==> config.mk <==
export PLATFORM = sky130hd
export DESIGN_NAME = ipsxe_floating_point_fl2fx_arb_v1_0_flat
export DESIGN_NICKNAME = d
export VERILOG_FILES = /design/src/rtl/ipsxe_floating_point_fl2fx_arb_v1_0_if.sv /design/src/rtl/ipsxe_floating_point_fl2fx_arb_v1_0.sv /design/src/flat_wrapper.sv
export SDC_FILE = /design/constraint.sdc
export NUM_CORES = 1
export LEC_CHECK = 0
export ABC_AREA = 1
export CORE_MARGIN = 2
export CORE_UTILIZATION = 51
export CTS_CLUSTER_DIAMETER = 50
export DETAILED_ROUTE_END_ITERATION = 8
export GPL_ROUTABILITY_DRIVEN = 0
export PLACE_DENSITY = 0.9
export RECOVER_POWER = 25
export SYNTH_ARGS = -nofsm -noshare
export SYNTH_HDL_FRONTEND = slang
export SYNTH_SLANG_ARGS = --single-unit
==> constraint.sdc <==
create_clock -name i_aclk -period 10.3 [get_ports i_aclk]
set_input_delay 2.575 -clock i_aclk [delete_from_list [all_inputs] [get_ports i_aclk]]
set_output_delay 2.575 -clock i_aclk [all_outputs]
set_load 0.02 [all_outputs]
==> src/rtl/ipsxe_floating_point_fl2fx_arb_v1_0_if.sv <==
// Bus bundle for the shared fl2fx arbiter: requester streams, converter port and result stream.
// master = arbiter side, slave = requesters/converter/downstream side.
interface ipsxe_floating_point_fl2fx_arb_v1_0_if #(
  parameter int unsigned NUM_REQ = 4,
  parameter int unsigned FLOAT_W = 32,
  parameter int unsigned FIXED_W = 32,
  parameter int unsigned ID_W    = $clog2(NUM_REQ)
);
  logic [NUM_REQ*FLOAT_W-1:0] req_tdata;
  logic [NUM_REQ-1:0]         req_tvalid;
  logic [NUM_REQ-1:0]         req_tready;

  logic [FLOAT_W-1:0]         cvt_a_tdata;
  logic                       cvt_tvalid;
  logic [FIXED_W-1:0]         cvt_result_tdata;
  logic                       cvt_result_tvalid;
  logic                       cvt_invalid_op;
  logic                       cvt_overflow;

  logic [FIXED_W-1:0]         result_tdata;
  logic [ID_W+1:0]            result_tuser;
  logic                       result_tvalid;
  logic                       result_tready;

  modport master (
    input  req_tdata, req_tvalid,
    output req_tready,
    output cvt_a_tdata, cvt_tvalid,
    input  cvt_result_tdata, cvt_result_tvalid, cvt_invalid_op, cvt_overflow,
    output result_tdata, result_tuser, result_tvalid,
    input  result_tready
  );

  modport slave (
    output req_tdata, req_tvalid,
    input  req_tready,
    input  cvt_a_tdata, cvt_tvalid,
    output cvt_result_tdata, cvt_result_tvalid, cvt_invalid_op, cvt_overflow,
    input  result_tdata, result_tuser, result_tvalid,
    output result_tready
  );
endinterface

==> src/rtl/ipsxe_floating_point_fl2fx_arb_v1_0.sv <==
// Round-robin front end sharing one fl2fx converter among NUM_REQ streams; results return
// in grant order through a credit-protected FIFO tagged {id, invalid_op, overflow}.
module ipsxe_floating_point_fl2fx_arb_v1_0 #(
  parameter int unsigned NUM_REQ        = 4,
  parameter int unsigned FLOAT_EXP_BIT  = 8,
  parameter int unsigned FLOAT_FRAC_BIT = 24,
  parameter int unsigned FIXED_INT_BIT  = 31,
  parameter int unsigned FIXED_FRAC_BIT = 1,
  parameter int unsigned CVT_LATENCY    = 1,
  parameter int unsigned FIFO_DEPTH     = 4
) (
  input  logic i_aclk,
  input  logic i_areset_n,
  input  logic i_aclken,
  ipsxe_floating_point_fl2fx_arb_v1_0_if.master bus,
  output logic o_busy,
  output logic o_seq_error
);
  localparam int unsigned FLOAT_W = FLOAT_EXP_BIT + FLOAT_FRAC_BIT;
  localparam int unsigned FIXED_W = FIXED_INT_BIT + FIXED_FRAC_BIT;
  localparam int unsigned ID_W    = $clog2(NUM_REQ);
  localparam int unsigned TAG_W   = ID_W + 2;
  localparam int unsigned ENTRY_W = FIXED_W + TAG_W;
  localparam int unsigned PTR_W   = $clog2(FIFO_DEPTH);
  localparam int unsigned CNT_W   = $clog2(FIFO_DEPTH + 1);

  logic [ID_W-1:0]    rr_q, rr_d, grant_id, cvt_id_q;
  logic [NUM_REQ-1:0] grant;
  logic               grant_en, xfer, pop, wr, fifo_empty;
  logic [FLOAT_W-1:0] sel_data, cvt_data_q;
  logic               cvt_vld_q;
  logic [CNT_W-1:0]   credit_q, credit_d;
  logic [TAG_W:0]     dl_q [CVT_LATENCY];
  logic [TAG_W:0]     dl_head;
  logic [ENTRY_W-1:0] mem_q [FIFO_DEPTH];
  logic [ENTRY_W-1:0] last_q, head_mem, head_entry;
  logic [PTR_W:0]     wr_ptr_q, rd_ptr_q;
  logic               seq_q;

  // Credit counts every result not yet popped, so a grant always has a FIFO slot waiting.
  always_comb begin : arb
    logic [ID_W:0] idx;
    grant    = '0;
    grant_id = '0;
    sel_data = '0;
    idx      = '0;
    grant_en = i_aclken & i_areset_n & (credit_q < CNT_W'(FIFO_DEPTH));
    for (int unsigned k = 0; k < NUM_REQ; k++) begin
      idx = {1'b0, rr_q} + (ID_W+1)'(k);
      if (idx >= (ID_W+1)'(NUM_REQ)) idx = idx - (ID_W+1)'(NUM_REQ);
      if (grant_en && (grant == '0) && bus.req_tvalid[idx[ID_W-1:0]]) begin
        grant[idx[ID_W-1:0]] = 1'b1;
        grant_id             = idx[ID_W-1:0];
      end
    end
    for (int unsigned i = 0; i < NUM_REQ; i++) begin
      if (grant[i]) sel_data = bus.req_tdata[i*FLOAT_W +: FLOAT_W];
    end
  end

  assign xfer       = |grant;
  assign dl_head    = dl_q[CVT_LATENCY-1];
  assign wr         = bus.cvt_result_tvalid & dl_head[TAG_W];
  assign fifo_empty = (wr_ptr_q == rd_ptr_q);
  assign pop        = i_aclken & ~fifo_empty & bus.result_tready;

  always_comb begin
    rr_d = rr_q;
    if (xfer) rr_d = (grant_id == ID_W'(NUM_REQ - 1)) ? '0 : grant_id + 1'b1;
  end

  // A pop in the same cycle as a grant does not free that grant's slot early.
  always_comb begin
    credit_d = credit_q;
    unique case ({xfer, pop})
      2'b10:   credit_d = credit_q + 1'b1;
      2'b01:   credit_d = credit_q - 1'b1;
      default: credit_d = credit_q;
    endcase
  end

  always_ff @(posedge i_aclk or negedge i_areset_n) begin
    if (!i_areset_n) begin
      rr_q       <= '0;
      credit_q   <= '0;
      cvt_vld_q  <= 1'b0;
      cvt_data_q <= '0;
      cvt_id_q   <= '0;
      wr_ptr_q   <= '0;
      rd_ptr_q   <= '0;
      last_q     <= '0;
      seq_q      <= 1'b0;
      for (int unsigned i = 0; i < CVT_LATENCY; i++) dl_q[i] <= '0;
    end else if (i_aclken) begin
      rr_q      <= rr_d;
      credit_q  <= credit_d;
      cvt_vld_q <= xfer;
      if (xfer) begin
        cvt_data_q <= sel_data;
        cvt_id_q   <= grant_id;
      end
      // Flags are combinational on the converter input, so capture them in the issue cycle.
      dl_q[0] <= {cvt_vld_q, cvt_id_q, bus.cvt_invalid_op, bus.cvt_overflow};
      for (int unsigned i = 1; i < CVT_LATENCY; i++) dl_q[i] <= dl_q[i-1];
      if (wr) wr_ptr_q <= wr_ptr_q + 1'b1;
      if (pop) begin
        rd_ptr_q <= rd_ptr_q + 1'b1;
        last_q   <= head_mem;
      end
      if (bus.cvt_result_tvalid && !dl_head[TAG_W]) seq_q <= 1'b1;
    end
  end

  always_ff @(posedge i_aclk) begin
    if (i_aclken && wr) mem_q[wr_ptr_q[PTR_W-1:0]] <= {bus.cvt_result_tdata, dl_head[TAG_W-1:0]};
  end

  assign head_mem   = mem_q[rd_ptr_q[PTR_W-1:0]];
  assign head_entry = fifo_empty ? last_q : head_mem;

  assign bus.req_tready    = grant;
  assign bus.cvt_a_tdata   = cvt_data_q;
  assign bus.cvt_tvalid    = cvt_vld_q;
  assign bus.result_tdata  = head_entry[ENTRY_W-1 -: FIXED_W];
  assign bus.result_tuser  = head_entry[TAG_W-1:0];
  assign bus.result_tvalid = ~fifo_empty;
  assign o_busy            = (credit_q != '0);
  assign o_seq_error       = seq_q;
endmodule

==> src/flat_wrapper.sv <==
// flat-port wrapper written by rule: the top's interface ports become plain ports
module ipsxe_floating_point_fl2fx_arb_v1_0_flat 
#(
  parameter int unsigned NUM_REQ        = 4,
  parameter int unsigned FLOAT_EXP_BIT  = 8,
  parameter int unsigned FLOAT_FRAC_BIT = 24,
  parameter int unsigned FIXED_INT_BIT  = 31,
  parameter int unsigned FIXED_FRAC_BIT = 1,
  parameter int unsigned CVT_LATENCY    = 1,
  parameter int unsigned FIFO_DEPTH     = 4
)
  (i_aclk, i_areset_n, i_aclken, o_busy, o_seq_error, bus_req_tdata, bus_req_tvalid, bus_req_tready, bus_cvt_a_tdata, bus_cvt_tvalid, bus_cvt_result_tdata, bus_cvt_result_tvalid, bus_cvt_invalid_op, bus_cvt_overflow, bus_result_tdata, bus_result_tuser, bus_result_tvalid, bus_result_tready);
  ipsxe_floating_point_fl2fx_arb_v1_0_if #(.NUM_REQ(NUM_REQ), .FLOAT_W(32), .FIXED_W(32)) bus_i ();
  input  logic i_aclk;
  input  logic i_areset_n;
  input  logic i_aclken;
  output logic o_busy;
  output logic o_seq_error;
  input wire logic [$bits(bus_i.req_tdata)-1:0] bus_req_tdata;
  input wire logic [$bits(bus_i.req_tvalid)-1:0] bus_req_tvalid;
  output wire logic [$bits(bus_i.req_tready)-1:0] bus_req_tready;
  output wire logic [$bits(bus_i.cvt_a_tdata)-1:0] bus_cvt_a_tdata;
  output wire logic [$bits(bus_i.cvt_tvalid)-1:0] bus_cvt_tvalid;
  input wire logic [$bits(bus_i.cvt_result_tdata)-1:0] bus_cvt_result_tdata;
  input wire logic [$bits(bus_i.cvt_result_tvalid)-1:0] bus_cvt_result_tvalid;
  input wire logic [$bits(bus_i.cvt_invalid_op)-1:0] bus_cvt_invalid_op;
  input wire logic [$bits(bus_i.cvt_overflow)-1:0] bus_cvt_overflow;
  output wire logic [$bits(bus_i.result_tdata)-1:0] bus_result_tdata;
  output wire logic [$bits(bus_i.result_tuser)-1:0] bus_result_tuser;
  output wire logic [$bits(bus_i.result_tvalid)-1:0] bus_result_tvalid;
  input wire logic [$bits(bus_i.result_tready)-1:0] bus_result_tready;
  assign bus_i.req_tdata = bus_req_tdata;
  assign bus_i.req_tvalid = bus_req_tvalid;
  assign bus_req_tready = bus_i.req_tready;
  assign bus_cvt_a_tdata = bus_i.cvt_a_tdata;
  assign bus_cvt_tvalid = bus_i.cvt_tvalid;
  assign bus_i.cvt_result_tdata = bus_cvt_result_tdata;
  assign bus_i.cvt_result_tvalid = bus_cvt_result_tvalid;
  assign bus_i.cvt_invalid_op = bus_cvt_invalid_op;
  assign bus_i.cvt_overflow = bus_cvt_overflow;
  assign bus_result_tdata = bus_i.result_tdata;
  assign bus_result_tuser = bus_i.result_tuser;
  assign bus_result_tvalid = bus_i.result_tvalid;
  assign bus_i.result_tready = bus_result_tready;
  ipsxe_floating_point_fl2fx_arb_v1_0 #(.NUM_REQ(NUM_REQ), .FLOAT_EXP_BIT(FLOAT_EXP_BIT), .FLOAT_FRAC_BIT(FLOAT_FRAC_BIT), .FIXED_INT_BIT(FIXED_INT_BIT), .FIXED_FRAC_BIT(FIXED_FRAC_BIT), .CVT_LATENCY(CVT_LATENCY), .FIFO_DEPTH(FIFO_DEPTH)) u_core (.i_aclk(i_aclk), .i_areset_n(i_areset_n), .i_aclken(i_aclken), .bus(bus_i), .o_busy(o_busy), .o_seq_error(o_seq_error));
endmodule
# Word level (Yosys, flattened, before mapping)
# Memory sizes are Yosys's and may differ from the RTL's.
# Index checks and enable logic that the tools add are counted.
# op_classes
bitwise_logic	9
mul	0
n_mux	37
eq_ne	4
order_cmp	13
shifts	0
add_sub_neg	12
n_div	0
n_reduce_logical	25
# op_table
op	count
$mux 32	4
$mux 36	1
$mux 2	9
$mux 4	4
$logic_and 1x1->1	13
$logic_not 4->1	3
$lt 2x3->1 const B	4
$or 4x4->4	3
$mux 1	10
$reduce_and 2->1	5
$add 3x1->3 const B	3
$ge 3x3->1 const B	3
$bmux 1 s2	4
$demux 1 s2	4
$ge 2x1->1 const B	4
$sub 2x1->2 const B	4
$add 2x2->3 const B	2
$pmux 3 s2	1
$and 1x1->1	5
$eq 2x2->1 const B	2
$reduce_or 4->1	1
$add 2x1->3 const B	1
$eq 3x3->1	1
$ge 2x3->1 const B	1
8 further kinds	8
# word_totals
register_bits	88
ram_bits	144
latchBits	0
elab_cells	111
memories	1
in_bits	171
output_inout_bits	76
rom_bits	0
# mem_list
memory	words	word_bits	read_ports	rd_clocked_by_memory_dff	wr	line	text
u_core.mem_q	4	36	1	0	1	ipsxe_floating_point_fl2fx_arb_v1_0.sv:35	logic [ENTRY_W-1:0] mem_q [FIFO_DEPTH];

# Logic depth before layout (Yosys ltp)
# Gate-level depths: netlist of run 1.
# logic_depth
ltp_word	23
mapped_depth	28
ltp_nobuf	25

# Worst setup path before layout of run 1
# OpenSTA, ideal clock, no wires.
# synth_timing
path_type	input port to output port
startpoint	input port i_aclken
endpoint	output port bus_req_tready[3]
arrival_ps	4346
n_path_buf	3
stages	17
required_ps	7725
setup_slack_ps	3379
path_cell_list	nand2_1 nor2_2 nand3_1 nor2_4 nand3_1 nand2_2 nor2_4 nand3_2 nor2_2 nor2_2 buf_6 inv_2 nor2_2 nand2_2 nand2_2 buf_6 buf_2
# synth_via
elab_chain_len	16
elab_cells_between_ends	19
cone_classes	mux (4); bitwise (5); reduce/logical (10)
# synth_lines
element	line	text
start, declared	flat_wrapper.sv:16	input logic i_aclken;
$and 1x1->1 (*) (2 in a row)	ipsxe_floating_point_fl2fx_arb_v1_0.sv:47	grant_en = i_aclken & i_areset_n & (credit_q < CNT_W'(FIFO_DEPTH));
$logic_and 1x1->1	ipsxe_floating_point_fl2fx_arb_v1_0.sv:51	if (grant_en && (grant == '0) && bus.req_tvalid[idx[ID_W-1:0]]) begin
$mux 4	ipsxe_floating_point_fl2fx_arb_v1_0.sv:51	
$logic_not 4->1	ipsxe_floating_point_fl2fx_arb_v1_0.sv:51	
$logic_and 1x1->1 (2 in a row)	ipsxe_floating_point_fl2fx_arb_v1_0.sv:51	
$mux 4	ipsxe_floating_point_fl2fx_arb_v1_0.sv:51	
$logic_not 4->1	ipsxe_floating_point_fl2fx_arb_v1_0.sv:51	
$logic_and 1x1->1 (2 in a row)	ipsxe_floating_point_fl2fx_arb_v1_0.sv:51	
$mux 4	ipsxe_floating_point_fl2fx_arb_v1_0.sv:51	
$logic_not 4->1	ipsxe_floating_point_fl2fx_arb_v1_0.sv:51	
$logic_and 1x1->1 (2 in a row)	ipsxe_floating_point_fl2fx_arb_v1_0.sv:51	
$mux 4 (*)	ipsxe_floating_point_fl2fx_arb_v1_0.sv:51	
end, declared	flat_wrapper.sv:21	output wire logic [$bits(bus_i.req_tready)-1:0] bus_req_tready;
# Every way passes the cells marked *; elsewhere a longest branch is shown, timed or not.

# Worst setup path after layout of run 1
# layout_timing
startpoint	input port i_aclken
endpoint	output port bus_req_tready[1]
# The elaborated chain is that of the path after synthesis.

==> flow_summary.ini, run 1 <==
[logic_synthesis]
yosys-top-cells-area = edfxtp_1 (39%), dfrtp_1 (20%), nand2_1 (12%)
ys.flop_type = edfxtp_1
netlist-cell-type-count = 31
mappedNetlistArea_mm2 = 0.0112
syn_nets = 1415
synth_top_area_cell = edfxtp_1
avgSynthCellArea_um2 = 9.05
synth_sequential_area_ratio_pct = 58.5
yosysTopAreaCellShare_pct = 38.8
fraction_of_registers_with_async_set_reset_pct = 37.9
number_of_storage_elements_in_the_synthesis_netlist = 232
number_of_warnings_issued_by_yosys = 0
synth-edff-count = 144
synthesis.instances = 1232

[setup_path]
critical_path_peak_fanout = 33
crit_end = bus_req_tready[1]
worstSetupStartpoint = i_aclken
critical_path.endpoint_type = output port
worst-path-buf-inv = 2
crit_type = input port to output port
r2r_end = u_core.credit_q[2]
critical_path.max_stage_delay_ps = 700
r2r.worst_path.cells = 27
worstPathRequired_ps = 7730
cpMostUsedCell = nand2_1
path_depth = 14
worst_path_arrival_time_ps = 6250
cpLargestDelayFamily = simple AND/OR/NAND/NOR gates
crit-reg2reg-launch = u_core.rr_q[1]
rrSetupSlack_ps = 5320
crit_slowest_cell = clkdlybuf4s50_1
timing.critical_path.cells = clkdlybuf4s50_1, nand2_1, nor2_2, nand3_1, nor2_4, nand3_1, nand2_1, nor2_4, nand4_1, nand2_1, nor2_4, nand3_2, nand2_1, clkdlybuf4s50_1
startpoint_type = input port

[routing]
totalWireLength_mm = 29.9
drt_pre_antenna_iters = 5
dr.first_iter.drc_count = 739
drc = 0
antenna_violating_nets_post_route = 0
routed-via-count = 9462
post_detailed_route_wirelength_per_cell_um = 17.1
vias_per_cell = 5.42

[sta]
clock_skew_ps = 9.97
final_min_period_over_clock_period_pct = 85.6
max_freq_mhz = 113
final.setup.tns_ps = 0
grt_setup_unrepaired = false
post-route-worst-setup-slack_ps = 1480
finalCriticalPeriod_ps = 8820
finalHoldViolations = 0
relSlewSlack_pct = 19.0
setup_viol_count_final = 0
tightestPinTransition_ps = 1210
timing_max_transition_violations_final = 0

[cells_and_area]
finalCoreUtilization_pct = 67.3
sequential_cell_area_mm2 = 0.00653
final-instance-count-excl-fill = 1747
final_layout_size_suffix_gt1_share_pct = 6.43
fillerInstances = 1589
design.final.nets = 1629
area_growth_pct = 30.5
area_taken_by_multi_input_logic_gates_mm2 = 0.00387

[power]
leakagePower_nw = 6.09
ir_worst_vdd_uv = 136
powerDensity_mw_per_mm2 = 296

[clock_tree]
clk_pin_slew_ps = 60
clock-sinks = 232
cts_root_buffer = clkbuf_16
clock_tree.htree_level_count = 1
cts_setup_buffers = 0
cts_buffers = 25
cts_hold_buf = 0
tritoncts = built
clock_tree.buffer_depth = 3
ctsResizeCount = 0
insertion_delay_ps = 500

[grt]
global_route.usage.total_pct = 25.3
grt_pass1_wl_mm = 47.4
gr-total-overflow = 0
pin_count_of_the_biggest_net_entering_global_routing = 77
via_count_of_the_first_global_routing_pass = 9391
grt_antenna_before_repair = 3

[status]
run_status = finished clean

[placed_design]
dpl.hpwl_mm = 19.9
post-place-cells = 1699
pre_cts_ws_ps = 1530
port-buffer-count = 246

[floorplanning]
initial_utilization_pct = 51.6
core_region_area_mm2 = 0.0216
die_x_extent_um = 152
top_ports = 247
design.die.area_mm2 = 0.0231
rows = 54
chipHeight_um = 152

[min_path]
hp-class = flip-flop to flip-flop

[flow_run]
max_cap_violations = 0
## Yosys cell counts, types with 6 or more instances
library cell and n:
nor2_2 6, dfrtp_1 88, clkbuf_1 40, o22ai_1 36
nor2_4 6, buf_6 14, nand3_1 48, edfxtp_1 144
inv_1 97, ha_1 11, a21oi_1 69, o21ai_0 152
nor2_1 113, nand2_1 349, nand2_2 7, buf_2 14
## how the worst min path moves through the flow
| stage | startpoint | endpoint | slack (ps) | depth (start not counted) |
|---|---|---|---|---|
| after global routing | u_core.o_seq_error | u_core.o_seq_error | 480 | 1 |
| after floorplan | u_core.credit_q[0] | u_core.credit_q[0] | 440 | 1 |
| after detailed placement | u_core.o_seq_error | u_core.o_seq_error | 460 | 1 |
| after global placement | u_core.credit_q[0] | u_core.credit_q[0] | 460 | 1 |
| final | u_core.o_seq_error | u_core.o_seq_error | 470 | 1 |
| after CTS | u_core.o_seq_error | u_core.o_seq_error | 470 | 1 |
## stage by stage
| stage | total power (W) | hold WS [ps] | cell area, um^2 |
|---|---|---|---|
| 2_1_floorplan | 0.00259 | 442 | 11200 |
| 3_3_place_gp | 0.00333 | 458 | 13700 |
| 3_5_place_dp | 0.00341 | 455 | 13700 |
| 4_1_cts | 0.00433 | 468 | 14600 |
| 5_1_grt | 0.00459 | 476 | 14600 |
| 6_report | 0.00432 | 465 | 14600 |
## power breakdown
part,switching [W],internal [W]
Sequential,0.000112,0.00119
Clock,0.000363,0.000550
Combinational,0.00129,0.000815
Total,0.00176,0.00255
## registers in the layout (all words and copies together), names as in the netlist, named ones only
register                flops
u_core.o_seq_error          1
u_core.cvt_id_q             2
u_core.wr_ptr_q             3
u_core.mem_q              144
u_core.rd_ptr_q             3
u_core.dl_head              5
u_core.rr_q                 1
u_core.credit_q             3
u_core.bus.cvt_tvalid       1
u_core.last_q              36
u_core.bus.cvt_a_tdata     32
## kinds of logic after synthesis
group / count (synthesis) / synth area share [%]
AO/OA/AOI/OAI: 263 / 12.4
AND/OR/NAND/NOR: 539 / 19.8
adder cells (fa/ha/maj): 12 / 1.41
flip-flops: 232 / 58.5
buffers and inverters: 176 / 7.09
XOR/XNOR: 10 / 0.785
## layout by cell type, fill, tap and decap left out, types with 4 or more instances in the layout
cell type / count
nor2_2: 6
bufinv_16: 4
inv_2: 5
inv_1: 96
a21oi_1: 69
clkbuf_1: 4
nand3_1: 47
xnor2_1: 5
xor2_1: 5
diode_2: 4
ha_1: 11
dlygate4sd3_1: 21
dfrtp_1: 87
o22ai_1: 36
clkbuf_16: 25
clkinv_2: 5
clkdlybuf4s50_1: 224
nand3_2: 6
nand2_2: 7
nor2_4: 10
o21ai_0: 152
buf_4: 15
edfxtp_1: 144
nor2_1: 109
nand4_1: 4
nand2_1: 349
## cell type report
type | instances | share of cell area [%]
Inverter | 103 | 2.71
Clock buffer | 29 | 4.40
Timing Repair Buffer | 260 | 17.6
Antenna cell | 4 | 0.0687
Clock inverter | 15 | 1.38
Sequential cell | 232 | 44.8
Tap cell | 280 | 2.41
Multi-Input combinational cell | 824 | 26.6
## layer usage
layer / vias up / part of all wire, % / wire, um / track usage (%)
met3: 78 / 8.4 / 2500 / 4.51
met2: 455 / 50 / 15000 / 44.6
met1: 4420 / 38 / 11300 / 31.1
met4: 0 / 3.7 / 1100 / 9.79
li1: 4509 / - / - / -
met5: - / 0 / 0 / 0
Note: power is estimated with default switching activity, not from simulation.
==> run 2, diff against run 1 <==
--- a/config.mk
+++ b/config.mk
@@ -9,6 +9,7 @@
 export CORE_MARGIN = 2
 export CORE_UTILIZATION = 51
 export CTS_CLUSTER_DIAMETER = 50
+export CTS_CLUSTER_SIZE = 14
 export DETAILED_ROUTE_END_ITERATION = 8
 export GPL_ROUTABILITY_DRIVEN = 0
 export PLACE_DENSITY = 0.9
==> run 2 against run 1 <==
Via count hardly changed. Wire length about the same. Cell count fell by 0.29%. Hold slack hardly changed. Setup slack worse by 11 ps. Utilization fell by 0.60 points. Die area did not move. Critical path type unchanged. Highest routed layer unchanged.
==> flow_summary.ini, run 2 (synthesis gave the netlist of run 1 again) <==
[clock_tree]
cts_setup_buffers = 0
insertion_delay_ps = 500
clock_tree.buffer_depth = 3
tritoncts = built
clock_tree.htree_level_count = 1
cts_hold_buf = 0
ctsResizeCount = 0
clk_pin_slew_ps = 60
cts_buffers = 23
clock-sinks = 232
cts_root_buffer = clkbuf_16

[sta]
tightestPinTransition_ps = 1200
finalHoldViolations = 0
setup_viol_count_final = 0
finalCriticalPeriod_ps = 8830
grt_setup_unrepaired = false
timing_max_transition_violations_final = 0
clock_skew_ps = 12.2
relSlewSlack_pct = 19.6
timing.hold.ws_ps = 465
final.setup.tns_ps = 0
final_min_period_over_clock_period_pct = 85.7
max_freq_mhz = 113

[floorplanning]
core_region_area_mm2 = 0.0216
rows = 54
chipHeight_um = 152
initial_utilization_pct = 51.6
die_x_extent_um = 152
top_ports = 247
design.die.area_mm2 = 0.0231

[placed_design]
dpl_cell_area_mm2 = 0.0137
dpl.hpwl_mm = 19.9
port-buffer-count = 246
post-place-cells = 1699

[power]
leakagePower_nw = 6.03
powerDensity_mw_per_mm2 = 292
ir_worst_vdd_uv = 136

[cells_and_area]
most_common_cell_after_layout_fill_and_taps_aside = nand2_1
final_cell_mix = nand2_1 (349), clkdlybuf4s50_1 (225), o21ai_0 (152), edfxtp_1 (144), nor2_1 (109)
design.final.nets = 1627
fillerInstances = 1627
area_growth_pct = 29.4
final-instance-count-excl-fill = 1742
finalCoreUtilization_pct = 66.7
fin_area_mm2 = 0.0144
final_layout_size_suffix_gt1_share_pct = 5.89
largest_register_ffs = 144

[grt]
grt_pass1_wl_mm = 47.1
gr-total-overflow = 0
pin_count_of_the_biggest_net_entering_global_routing = 77
global_route.usage.total_pct = 25.1
via_count_of_the_first_global_routing_pass = 9305
grt_antenna_before_repair = 1

[routing]
drc = 0
dr.first_iter.drc_count = 775
routed-via-count = 9461
totalWireLength_mm = 29.9
post_detailed_route_wirelength_per_cell_um = 17.2
vias_per_cell = 5.43
drt_pre_antenna_iters = 5
antenna_violating_nets_post_route = 0

[setup_path]
crit_slowest_cell = clkdlybuf4s50_1
critical_path_peak_fanout = 33
critical_path.max_stage_delay_ps = 710
worstPathRequired_ps = 7730
critical_path.endpoint_type = output port
startpoint_type = input port
timing.critical_path.cells = clkdlybuf4s50_1, nand2_1, nor2_2, nand3_1, nor2_4, nand3_1, nand2_1, nor2_4, nand4_1, nand2_1, nor2_4, nand3_2, nand2_1, clkdlybuf4s50_1
crit_type = input port to output port
cpMostUsedCell = nand2_1
worst_path_arrival_time_ps = 6260

[status]
run_status = finished clean

[flow_run]
max_cap_violations = 0

[min_path]
hp-class = flip-flop to flip-flop
## run 2: cell count changes in the layout (fill, tap and decap cells not counted)
| cell | previous run | this run |
|---|---|---|
| clkbuf_16 | 25 | 23 |
| clkinvlp_4 | 1 | 0 |
| inv_6 | 2 | 3 |
| clkdlybuf4s50_1 | 224 | 225 |
| clkbuf_8 | 0 | 1 |
| clkbuf_1 | 4 | 11 |
| bufinv_16 | 4 | 1 |
| clkinv_2 | 5 | 1 |
| diode_2 | 4 | 1 |
| dlygate4sd3_1 | 21 | 20 |
| clkinv_1 | 1 | 0 |
## run 2: through the flow
stage               setup slack [ps]  power, W
finish                          1470   0.00421
global placement                1680   0.00333
CTS                             1520   0.00422
floorplan                       3380   0.00259
detailed placement              1530   0.00341
global route                    1270   0.00448
## run 2: area by class of cell
| cell class | count | area, um^2 | area share, % |
|---|---|---|---|
| inverter | 103 | 394 | 2.73 |
| tap | 280 | 350 | 2.43 |
| multi-input combinational | 824 | 3870 | 26.8 |
| sequential | 232 | 6530 | 45.2 |
| antenna | 1 | 2.50 | 0.0173 |
| timing repair buffer | 260 | 2560 | 17.8 |
| clock buffer | 35 | 631 | 4.37 |
| clock inverter | 7 | 88.8 | 0.616 |
## run 2: critical path: cells and delay by family
family	cells	cell delay [ps]
buffers and inverters	2	1360
AND/OR/NAND/NOR	12	2320
## run 2: worst paths after layout
path	startpoint	end	slack, ps	cells after the start
setup reg to reg	u_core.rr_q[1]	u_core.credit_q[2]	5270	27
hold / removal	u_core.o_seq_error	u_core.o_seq_error	470	1
setup / recovery	i_aclken	bus_req_tready[1]	1470	14
max in group asynchronous	i_areset_n	u_core.rd_ptr_q[0]	7030	2
min in group asynchronous	i_areset_n	u_core.last_q[8]	2100	1
hold reg to reg	u_core.o_seq_error	u_core.o_seq_error	470	1
## run 2: power by group
| part | total, W | switching [W] | internal (W) | leakage [nW] |
|---|---|---|---|---|
| Combinational | 0.00211 | 0.00129 | 0.000815 | 3.32 |
| Sequential | 0.00130 | 0.000112 | 0.00119 | 2.36 |
| Clock | 0.000797 | 0.000342 | 0.000455 | 0.348 |
## run 2: routing by layer
metal	wire length (um)	vias to the layer above	GRT usage, %	share of wire (%)
met5	0	-	0	0
met4	989	0	9.35	3.3
met3	2620	68	4.68	8.8
met2	15000	486	44.2	50
met1	11300	4405	31.0	38
li1	-	4502	-	-
==> run 3, diff against run 2 <==
--- a/config.mk
+++ b/config.mk
@@ -5,7 +5,6 @@
 export SDC_FILE = /design/constraint.sdc
 export NUM_CORES = 1
 export LEC_CHECK = 0
-export ABC_AREA = 1
 export CORE_MARGIN = 2
 export CORE_UTILIZATION = 51
 export CTS_CLUSTER_DIAMETER = 50
@@ -17,3 +16,4 @@
 export SYNTH_ARGS = -nofsm -noshare
 export SYNTH_HDL_FRONTEND = slang
 export SYNTH_SLANG_ARGS = --single-unit
+export TNS_END_PERCENT = 1
==> run 3 against run 2 <==
Setup slack better by 450 ps. Via count decreased by 23%. Highest routed layer is now met5. Combinational power is 12% lower. Critical path depth decreased by 5. Clock skew hardly changed. Critical endpoint is now bus_req_tready[2]. Sequential power increased by 6%. Sequential share of layout area grew 1.3 points. Area after synthesis down 5.6%. Cell count is 28% lower. First-iteration DRC count is 42% lower.
==> flow_summary.ini, run 3 <==
[floorplanning]
design.die.area_mm2 = 0.0218
top_ports = 247
core_region_area_mm2 = 0.0202
rows = 52
initial_utilization_pct = 52.0
chipHeight_um = 148
die_x_extent_um = 148

[sta]
tightestPinTransition_ps = 1120
grt_setup_unrepaired = false
max_freq_mhz = 119
finalHoldViolations = 0
final_min_period_over_clock_period_pct = 81.4
relSlewSlack_pct = 25.6
clock_skew_ps = 11.8
timing.hold.ws_ps = 466
finalCriticalPeriod_ps = 8380
timing_max_transition_violations_final = 0
setup_viol_count_final = 0
post-route-worst-setup-slack_ps = 1920
final.setup.tns_ps = 0

[logic_synthesis]
synth-edff-count = 144
netlist-cell-type-count = 58
yosysTopAreaCellShare_pct = 41.1
yosys-top-cells-area = edfxtp_1 (41%), dfrtp_1 (21%), mux2_2 (8.7%)
number_of_storage_elements_in_the_synthesis_netlist = 232
mappedNetlistArea_mm2 = 0.0105
synthesis.instances = 725
synth.cells.most_frequent = edfxtp_1 (144), dfrtp_1 (88), mux2_2 (81)
synthMostInstantiatedCell = edfxtp_1
syn_nets = 908
ys.flop_type = edfxtp_1
fraction_of_registers_with_async_set_reset_pct = 37.9
synth_sequential_area_ratio_pct = 62.0
number_of_warnings_issued_by_yosys = 0
avgSynthCellArea_um2 = 14.5
synth_top_area_cell = edfxtp_1

[grt]
gr-total-overflow = 0
pin_count_of_the_biggest_net_entering_global_routing = 66
global_route.usage.total_pct = 24.8
via_count_of_the_first_global_routing_pass = 7564
grt_pass1_wl_mm = 41.4
grt_antenna_before_repair = 7

[cells_and_area]
final_cell_mix = clkdlybuf4s50_1 (223), edfxtp_1 (144), dfrtp_1 (86), mux2_2 (81), inv_1 (45)
most_common_cell_after_layout_fill_and_taps_aside = clkdlybuf4s50_1
design.final.nets = 1142
final_layout_size_suffix_gt1_share_pct = 19.2
fillerInstances = 1346
area_growth_pct = 33.2
largest_register_ffs = 144

[power]
leakagePower_nw = 5.18
powerDensity_mw_per_mm2 = 292
ir_worst_vdd_uv = 163

[status]
run_status = finished clean

[clock_tree]
cts_root_buffer = clkbuf_16
clock-sinks = 232
cts_setup_buffers = 0
cts_hold_buf = 0
insertion_delay_ps = 510
cts_buffers = 24
tritoncts = built
ctsResizeCount = 0
clk_pin_slew_ps = 60
clock_tree.htree_level_count = 1
clock_tree.buffer_depth = 3

[setup_path]
critical_path_peak_fanout = 13
crit_type = input port to output port
worstPathRequired_ps = 7730
critical_path.endpoint_type = output port
startpoint_type = input port
worst_path_arrival_time_ps = 5800

[placed_design]
port-buffer-count = 246
pre_cts_ws_ps = 1920
dpl.hpwl_mm = 18.2

[routing]
post_detailed_route_wirelength_per_cell_um = 21.7
highest-signal-layer = met5
vias_per_cell = 5.82
antenna_violating_nets_post_route = 0
met2_length_mm = 13.9
totalWireLength_mm = 27.2
drc = 0
dr.first_iter.drc_count = 447
drt_pre_antenna_iters = 5
met3WireLength_mm = 2.24
routed-via-count = 7299
wirelength_met1_mm = 9.93

[min_path]
hp-class = flip-flop to flip-flop

[flow_run]
max_cap_violations = 0
## run 3: power by group
| part | internal (W) | switching (W) |
|---|---|---|
| registers | 0.00121 | 0.000173 |
| clock network | 0.000510 | 0.000359 |
| logic | 0.000949 | 0.000907 |
| total | 0.00266 | 0.00144 |
## run 3: worst max-delay path: stages
cell and delay [ps]:
clkdlybuf4s50_1 520, mux4_2 640, nand2_1 140, nand3_1 150
o2111a_1 330, or3_1 350, o31ai_2 280, buf_4 200
clkdlybuf4s50_1 610
## run 3: kinds of logic after synthesis
| group | count (synthesis) | synth area share, % |
|---|---|---|
| flops | 232 | 62.0 |
| simple gates | 145 | 6.41 |
| mux | 124 | 17.5 |
| compound gates | 105 | 8.02 |
| buf+inv | 96 | 3.70 |
| fa+ha+maj | 12 | 1.50 |
| xor+xnor | 11 | 0.915 |
## run 3: worst paths after layout
path / startpoint / to / slack [ps] / cells after the start
setup / recovery: bus_req_tvalid[2] / bus_req_tready[2] / 1920 / 9
hold / removal: u_core.dl_head[4] / u_core.o_seq_error / 470 / 1
setup reg to reg: flip-flop / u_core.credit_q[2] / 4460 / 18
hold reg to reg: u_core.dl_head[4] / u_core.o_seq_error / 470 / 1
max in group asynchronous: i_areset_n / u_core.rd_ptr_q[1] / 7070 / 2
min in group asynchronous: i_areset_n / u_core.last_q[12] / 2070 / 1
## run 3: layout make-up
type	count	area (um^2)	area share (%)
Antenna cell	7	17.5	0.125
Clock buffer	33	666	4.74
Clock inverter	11	131	0.936
Inverter	48	180	1.28
Multi-Input combinational cell	397	3630	25.9
Sequential cell	232	6530	46.5
Tap cell	270	338	2.41
Timing Repair Buffer	256	2530	18.1
## run 3: metrics by stage
step                      util (%)  instances  power, W  area [um^2]
final                         69.3       1254   0.00410        14000
after global routing          69.3       1252   0.00430        14000
after CTS                     69.2       1247   0.00413        14000
after detailed placement      65.3       1203   0.00325        13200
after global placement        65.3       1203   0.00319        13200
after floorplan                  -        725   0.00251        10500
## run 3: layer usage
layer | GRT usage (%) | vias to the layer above
met5 | 0 | -
met4 | 10.6 | 2
met3 | 5.74 | 69
met2 | 43.6 | 370
met1 | 29.3 | 3615
li1 | - | 3243
